<file path="src/rtl/edge_pkg.sv">
// Shared types and helpers for the edge detector bank.
// Contents:
//   edge_mode_t        per-channel edge qualification mode
//   filter_cnt_width   stability counter width for a given filter length
package edge_pkg;

  typedef enum logic [1:0] {
    EDGE_OFF  = 2'd0,
    EDGE_RISE = 2'd1,
    EDGE_FALL = 2'd2,
    EDGE_BOTH = 2'd3
  } edge_mode_t;

  // Counter must hold 0..cycles-1; never narrower than one bit.
  function automatic int unsigned filter_cnt_width(input int unsigned cycles);
    int unsigned w;
    w = $clog2(cycles);
    return (w < 1) ? 1 : w;
  endfunction

endpackage

</file>
<file path="src/rtl/edge_filter_channel.sv">
// One edge detector channel: synchroniser, debounce filter, edge
// qualification and sticky pending flag (plus overrun flag when the
// build defines EDGE_OVERRUN_EN).
// Ports:
//   clk         system clock, posedge
//   rst         synchronous reset, active-high
//   signal      raw asynchronous input
//   mode        edge_mode_t, sampled at the filtered change event
//   clear       one-cycle strobe clearing pending (and overrun)
//   level       filtered, synchronised level
//   edge_pulse  one-cycle pulse per qualified edge
//   pending     sticky event flag
//   overrun     sticky flag: event arrived while pending (EDGE_OVERRUN_EN)
module edge_filter_channel
  import edge_pkg::*;
#(
  parameter int unsigned SYNC_STAGES   = 2,
  parameter int unsigned FILTER_CYCLES = 4,
  parameter logic        RESET_LEVEL   = 1'b0
) (
  input  logic       clk,
  input  logic       rst,
  input  logic       signal,
  input  edge_mode_t mode,
  input  logic       clear,
  output logic       level,
  output logic       edge_pulse,
  output logic       pending
`ifdef EDGE_OVERRUN_EN
  ,
  output logic       overrun
`endif
);

  localparam int unsigned CW = filter_cnt_width(FILTER_CYCLES);

  logic [SYNC_STAGES-1:0] sync_q;
  logic [CW-1:0]          cnt;
  logic                   sync_out_c;
  logic                   differs_c;
  logic                   change_c;
  logic                   rise_ok_c;
  logic                   fall_ok_c;
  logic                   pulse_next_c;

  assign sync_out_c = sync_q[SYNC_STAGES-1];

  // Change event fires on the FILTER_CYCLES-th consecutive differing sample.
  always_comb begin
    differs_c    = (sync_out_c != level);
    change_c     = differs_c && (cnt == CW'(FILTER_CYCLES - 1));
    rise_ok_c    = (mode == EDGE_RISE) || (mode == EDGE_BOTH);
    fall_ok_c    = (mode == EDGE_FALL) || (mode == EDGE_BOTH);
    pulse_next_c = change_c && ((sync_out_c && rise_ok_c) || (!sync_out_c && fall_ok_c));
  end

  // Synchroniser shift chain.
  always_ff @(posedge clk) begin
    if (rst) begin
      sync_q <= {SYNC_STAGES{RESET_LEVEL}};
    end else begin
      sync_q <= {sync_q[SYNC_STAGES-2:0], signal};
    end
  end

  // Stability counter and filtered level.
  always_ff @(posedge clk) begin
    if (rst) begin
      cnt   <= '0;
      level <= RESET_LEVEL;
    end else if (!differs_c) begin
      cnt <= '0;
    end else if (change_c) begin
      cnt   <= '0;
      level <= sync_out_c;
    end else begin
      cnt <= cnt + CW'(1);
    end
  end

  // Pulse and sticky pending; a new event beats a simultaneous clear.
  always_ff @(posedge clk) begin
    if (rst) begin
      edge_pulse <= 1'b0;
      pending    <= 1'b0;
    end else begin
      edge_pulse <= pulse_next_c;
      pending    <= pulse_next_c | (pending & ~clear);
    end
  end

`ifdef EDGE_OVERRUN_EN
  // Overrun only when the prior event was neither consumed nor being cleared.
  always_ff @(posedge clk) begin
    if (rst) begin
      overrun <= 1'b0;
    end else begin
      overrun <= (pulse_next_c & pending & ~clear) | (overrun & ~clear);
    end
  end
`endif

endmodule

</file>
<file path="src/rtl/edge_detector_bank.sv">
// Multi-channel edge detector for UART asynchronous/control inputs with
// an aggregated, registered interrupt. Optional per-channel overrun
// flags are built when EDGE_OVERRUN_EN is defined.
// Ports:
//   clk_i         system clock, posedge
//   rst_i         synchronous reset, active-high
//   signal_i      raw asynchronous inputs, one per channel
//   mode_i        per-channel edge_mode_t, channel n at [2n+1:2n]
//   clear_i       per-channel pending clear strobe
//   level_o       filtered, synchronised levels
//   edge_pulse_o  one-cycle pulse per qualified edge
//   pending_o     sticky event flags
//   irq_o         registered OR of pending_o
//   overrun_o     sticky overrun flags (EDGE_OVERRUN_EN only)
module edge_detector_bank
  import edge_pkg::*;
#(
  parameter int unsigned CHANNELS      = 8,
  parameter int unsigned SYNC_STAGES   = 2,
  parameter int unsigned FILTER_CYCLES = 4,
  parameter logic        RESET_LEVEL   = 1'b0
) (
  input  logic                  clk_i,
  input  logic                  rst_i,
  input  logic [CHANNELS-1:0]   signal_i,
  input  logic [2*CHANNELS-1:0] mode_i,
  input  logic [CHANNELS-1:0]   clear_i,
  output logic [CHANNELS-1:0]   level_o,
  output logic [CHANNELS-1:0]   edge_pulse_o,
  output logic [CHANNELS-1:0]   pending_o,
  output logic                  irq_o
`ifdef EDGE_OVERRUN_EN
  ,
  output logic [CHANNELS-1:0]   overrun_o
`endif
);

  // One independent detector per input line.
  for (genvar n = 0; n < int'(CHANNELS); n++) begin : g_chan
    edge_filter_channel #(
      .SYNC_STAGES  (SYNC_STAGES),
      .FILTER_CYCLES(FILTER_CYCLES),
      .RESET_LEVEL  (RESET_LEVEL)
    ) u_chan (
      .clk       (clk_i),
      .rst       (rst_i),
      .signal    (signal_i[n]),
      .mode      (edge_mode_t'(mode_i[2*n +: 2])),
      .clear     (clear_i[n]),
      .level     (level_o[n]),
      .edge_pulse(edge_pulse_o[n]),
      .pending   (pending_o[n])
`ifdef EDGE_OVERRUN_EN
      ,
      .overrun   (overrun_o[n])
`endif
    );
  end

  // Interrupt trails pending_o by one cycle.
  always_ff @(posedge clk_i) begin
    if (rst_i) begin
      irq_o <= 1'b0;
    end else begin
      irq_o <= |pending_o;
    end
  end

endmodule

</file>
<file path="config.mk">
export PLATFORM = sky130hd
export DESIGN_NAME = edge_detector_bank
export DESIGN_NICKNAME = d
export VERILOG_FILES = /design/src/rtl/edge_pkg.sv /design/src/rtl/edge_filter_channel.sv /design/src/rtl/edge_detector_bank.sv
export SDC_FILE = /design/constraint.sdc
export NUM_CORES = 1
export LEC_CHECK = 0
export ABC_AREA = 1
export CORE_MARGIN = 1
export CORE_UTILIZATION = 40
export DETAILED_ROUTE_END_ITERATION = 10
export HOLD_SLACK_MARGIN = 0.05
export PLACE_DENSITY = 0.67
export SLEW_MARGIN = 25
export SYNTH_ARGS = -nofsm -noshare
export SYNTH_HDL_FRONTEND = slang
export SYNTH_SLANG_ARGS = --single-unit
</file>
<file path="constraint.sdc">
create_clock -name clk_i -period 1.5 [get_ports clk_i]
set_clock_uncertainty 0.2 [all_clocks]
set_input_delay 0.375 -clock clk_i [delete_from_list [all_inputs] [get_ports clk_i]]
set_output_delay 0.375 -clock clk_i [all_outputs]
set_load 0.01 [all_outputs]
</file>
==> results of run 1 <==
## cell type report
type,instances,area [µm²],share of cell area (%)
clock inverter,4,20.0,0.662
sequential,57,1140,37.9
timing repair buffer,77,667,22.1
multi-input combinational,164,761,25.2
clock buffer,11,141,4.68
inverter,53,199,6.58
tap,72,90.1,2.98
## worst min-delay path, cell delays in order, from the launching register on
cell,delay (ns)
dfxtp_1,0.29
inv_1,0.04
nor2_1,0.03
## metrics by stage
stage | instances | utilization [%]
floorplan | 302 | -
global placement | 423 | 52.6
detailed placement | 423 | 52.6
CTS | 438 | 55.5
global route | 438 | 54.6
finish | 438 | 54.6
## sequential cells by signal (all words and copies together), names as in the netlist
register and count:
g_chan.u_chan.cnt 16, g_chan.u_chan.sync_q 16, g_chan.u_chan.edge_pulse 8, g_chan.u_chan.level 8
g_chan.u_chan.pending 8, irq_o 1
## metal layers
layer | wire, µm | up-vias
li1 | - | 984
met3 | 254 | 6
met5 | 0 | -
met4 | 64 | 0
met1 | 1910 | 769
met2 | 1750 | 50
## kinds of logic (layout without fill, tap and decap cells)
group	after synthesis	count (layout)	share of synthesized area, %
AO/OA/AOI/OAI	4	4	0.863
adder cells (fa/ha/maj)	8	8	4.32
AND/OR/NAND/NOR	152	152	27.6
buffers and inverters	81	145	18.0
flip-flops	57	57	49.2
## cell usage after synthesis
master,count,area share (%)
nor2_1,68,11
ha_1,8,4.3
inv_2,1,0.16
nor2_2,2,0.54
nand2_1,60,9.7
buf_6,2,0.97
or2_2,4,1.1
nand2_2,2,0.54
buf_4,26,8.4
inv_1,52,8.4
nand3_2,2,0.86
nand3_1,6,1.3
nand3b_1,8,2.6
dfxtp_1,57,49
o21ai_0,4,0.86
## where the power goes
part	total, mW	switching [mW]	internal (mW)
clock	1.17	0.544	0.622
combinational	0.187	0.0716	0.116
sequential	1.55	0.0133	1.54
total	2.91	0.629	2.28
## timing repair
action / 4_1_cts / 5_1_grt
gates resized for setup: 48 / 18
setup endpoints to repair: 25 / 18
hold buffers: 0 / 0
buffers inserted: 0 / 0
## path summary, 6_finish.rpt
| check | cells past startpoint | slack, ns | startpoint | end |
|---|---|---|---|---|
| setup / recovery | 1 | 0.04 | g_chan[2].u_chan.pending | pending_o[2] |
| hold / removal | 2 | 0.20 | g_chan[1].u_chan.sync_q[0] | g_chan[1].u_chan.sync_q[1] |
| setup reg to reg | 4 | 0.30 | g_chan[4].u_chan.level | g_chan[4].u_chan.pending |
| hold reg to reg | 2 | 0.20 | g_chan[1].u_chan.sync_q[0] | g_chan[1].u_chan.sync_q[1] |
==> results.md, run 1 <==
* Outcome: complete, no violations
* Initial Util at 41.8%
* Area delta synth->final at 30.4%
* CTS Buf Count at 9
* Setup TNS at 0 ns
* Crit path DAT at 0.88 ns
* Worst Setup End Kind: primary output
* Clock latency on the worst-skew pair at 0.32 ns
* Most common cell after layout, fill and taps aside: nor2_1
* IO Count at 59
* Pre-CTS setup slack at -0.180 ns
* Layout cells sized above 1 at 16.7%
* Met1 usage in global routing at 17.0%
* Sequential area share after synthesis at 49.2%
* Fmax at 0.687 GHz
* Routability Congestion at 0.729
* Vias in the first global route at 1597
* Slew @ Worst Pin at 0.246 ns
* Row count at 27
* First-pass detailed-route iteration total at 4
* Grt ovf at 0
* Max_cap viols at 0
* CP Cell Sequence: clkdlybuf4s15_1
* CP Buf/Inv Count at 1
* Gr usage total at 14.4%
* CTS tree: done
* Crit path max fanout at 2
* Layout Cell Area excl Fill at 0.00302 mm²
* Worst hold margin at 0.199 ns
* Synth Register Bits at 57
* Syn Inst Count at 302
* Number of DRC violations after detailed-routing iteration 0 at 45
* Final nets at 404
* Post-DRT Antenna Nets at 0
* Most frequent cells in the layout: 68 x nor2_1, 60 x nand2_1, 54 x dfxtp_1
* Hold crit path type: register to register
* Root Buffer: clkbuf_8
* Maximum cell stage delay along the critical path at 0.33 ns
* Largest net degree at the start of global routing at 13
* H-tree depth at 3
* CP Launch Type: register
* Critical path class: register to primary output
* Grt met3 use at 5.47%
* Reg clk slew, reported paths at 0.06 ns
* Wire per inst at 9.06 µm
* Avg Cell Area, Syn at 7.68 µm²
* Die Ht at 78.1 µm
* Worst slew margin at 83.6%
* Final worst slack at 0.0434 ns
* Initial antenna violation count at 0
* Core Box Area at 0.00554 mm²
* I/O Buffers at 58
* Fin crit period at 1.46 ns
* Global-route wire length before repair at 6.70 mm
* PwrDens at 962 mW/mm²
* Peak supply drop at 0.677 mV
* Total power at 2.91 mW
* Setup violators final at 0
* Die area at 0.00610 mm²
* Final wirelength at 3.97 mm
* Die width at 78.1 µm
* Residual DRC at 0
* Synthesis Warnings at 0
* Dpl cell area at 0.00291 mm²
* Detailed placement HPWL at 3.00 mm
* GRT met2 Usage at 22.7%
* Critical path data required time at 0.92 ns
* Mapped cell area at 0.00232 mm²
* Vias at 1809
* CP max stage cell: dfxtp_1
* Clock Sinks at 57
* Synth unique cells at 15
* # diodes at 0
* Leak at 1.54 nW
* Fillers at 544
* Slew Limit Fails at 0
* Mapped Nets at 344
* Unrepaired setup endpoints after global routing: false
* Final Cycle Share at 97.1%
* Busiest grt layer: met2
* Final hold vios at 0
* Top delay family on crit path: flip-flops
* Max clock buf depth at 2
* Vias per cell at 4.13
Note: power is estimated with default switching activity, not from simulation.
==> run 2, diff against run 1 <==
CORE_UTILIZATION = 48   (was 40)
PLACE_DENSITY = 0.79   (was 0.67)
==> run 2 against run 1 <==
Critical endpoint is now edge_pulse_o[6]; critical path depth unchanged; highest routed layer unchanged; clock power about the same; die area down 16%; combinational power about the same; hold slack better by 0.0014 ns; cell area down 1.1%; largest cell class unchanged; first-iteration DRC count up 27%; worst setup slack worse by 0.0054 ns; via count up 0.61%.
==> results.md, run 2 (synthesis results as in run 1) <==
* Biggest regs: g_chan.u_chan.cnt x16, g_chan.u_chan.sync_q x16
* Peak supply drop at 0.658 mV
* H-tree depth at 3
* Largest net degree at the start of global routing at 13
* Final hold vios at 0
* Unrepaired setup endpoints after global routing: false
* Crit path max fanout at 1
* Dpl cells at 402
* Residual DRC at 0
* Hold crit path type: register to register
* Die area at 0.00511 mm²
* Final Cycle Share at 97.5%
* Reg clk slew, reported paths at 0.06 ns
* Vias in the first global route at 1653
* Detailed placement HPWL at 3.00 mm
* Top delay family on crit path: flip-flops
* Crit path DAT at 0.89 ns
* Final nets at 403
* Worst hold margin at 0.201 ns
* Wire per inst at 9.43 µm
* CP Buf/Inv Count at 1
* Vias at 1820
* Setup Buffers After CTS at 0
* Row count at 24
* Initial antenna violation count at 0
* Clock group share of total power at 39.7%
* Die width at 71.5 µm
* Post-DRT Antenna Nets at 0
* Switching share of power at 20.5%
* Post-route insts no fill at 417
* Sequential share of power at 53.9%
* IO Count at 59
* Sw power at 0.592 mW
* CP Launch Type: register
* Layout cells sized above 1 at 17.3%
* Initial Util at 51.5%
* Final wirelength at 3.93 mm
* Die Ht at 71.5 µm
* Worst slew margin at 84.2%
* Most common cell after layout, fill and taps aside: nor2_1
* Vias per cell at 4.36
* R2r worst-path depth at 4
* PwrDens at 965 mW/mm²
* Leak at 1.51 nW
* Final worst slack at 0.0380 ns
* I/O Buffers at 58
* Worst Setup End Kind: primary output
* Outcome: complete, no violations
* Max clock buf depth at 2
* Clock latency on the worst-skew pair at 0.33 ns
* CP Cell Sequence: dlygate4sd2_1
* Clock Sinks at 57
* Hold path cells at 2
* Hold-fix buffers at CTS at 0
* CTS tree: done
* Number of DRC violations after detailed-routing iteration 0 at 57
* Fin crit period at 1.46 ns
* Most frequent cells in the layout: 68 x nor2_1, 60 x nand2_1, 52 x inv_1
* Setup violators final at 0
* Slew @ Worst Pin at 0.236 ns
* Routability Congestion at 0.788
* Fmax at 0.684 GHz
* Global-route wire length before repair at 6.64 mm
* First-pass detailed-route iteration total at 4
* Slew Limit Fails at 0
* Fillers at 379
* Grt ovf at 0
* Internal cell power at 2.29 mW
* WP depth at 1
* Area delta synth->final at 29.0%
* Maximum cell stage delay along the critical path at 0.29 ns
* Critical path class: register to primary output
* # diodes at 0
* Max_cap viols at 0
* Critical path data required time at 0.92 ns
* Combinational power share at 6.4%
* CTS Buf Count at 9
* Root Buffer: clkbuf_8
* CP max stage cell: dfxtp_1
* Core Box Area at 0.00450 mm²
* Post_cts resized at 55
* Total power at 2.89 mW
* Gr usage total at 17.6%
* Pre-CTS setup slack at -0.194 ns
## run 2: area by class of cell
class	count	area, µm²	area share (%)
clock buffer	15	156	5.23
timing repair buffer	76	659	22.1
multi-input combinational	164	761	25.4
sequential	57	1150	38.5
tap	52	65.1	2.18
inverter	53	199	6.65
## run 2: power groups by stage
stage	Sequential [mW]	Combinational (mW)	Clock (mW)
after global placement	1.59	0.183	0
final	1.55	0.185	1.15
after CTS	1.55	0.187	1.20
after floorplan	1.58	0.0839	0
after detailed placement	1.59	0.185	0
after global routing	1.56	0.208	1.28
## run 2: per-layer routing
metal | vias to the layer above | global-route usage, % | routed length, µm
met5 | - | 0 | 0
met3 | 7 | 9.14 | 266
met1 | 784 | 19.2 | 1800
met4 | 0 | 7.19 | 47
met2 | 49 | 28.9 | 1820
li1 | 980 | - | -
## run 2: worst paths after layout
| kind | from | end | slack [ns] |
|---|---|---|---|
| hold reg to reg | g_chan[2].u_chan.sync_q[0] | g_chan[2].u_chan.sync_q[1] | 0.20 |
| setup reg to reg | g_chan[6].u_chan.level | g_chan[6].u_chan.pending | 0.31 |
| setup / recovery | g_chan[6].u_chan.edge_pulse | edge_pulse_o[6] | 0.04 |
| hold / removal | g_chan[2].u_chan.sync_q[0] | g_chan[2].u_chan.sync_q[1] | 0.20 |
## run 2: stage by stage
| step | instance area [µm²] | TNS, ns | util [%] |
|---|---|---|---|
| after global routing | 2990 | 0 | 66.4 |
| after CTS | 3040 | 0 | 67.6 |
| final | 2990 | 0 | 66.4 |
| after global placement | 2880 | -4.40 | 64.0 |
| after detailed placement | 2880 | -6.46 | 64.0 |
| after floorplan | 2320 | 0 | - |
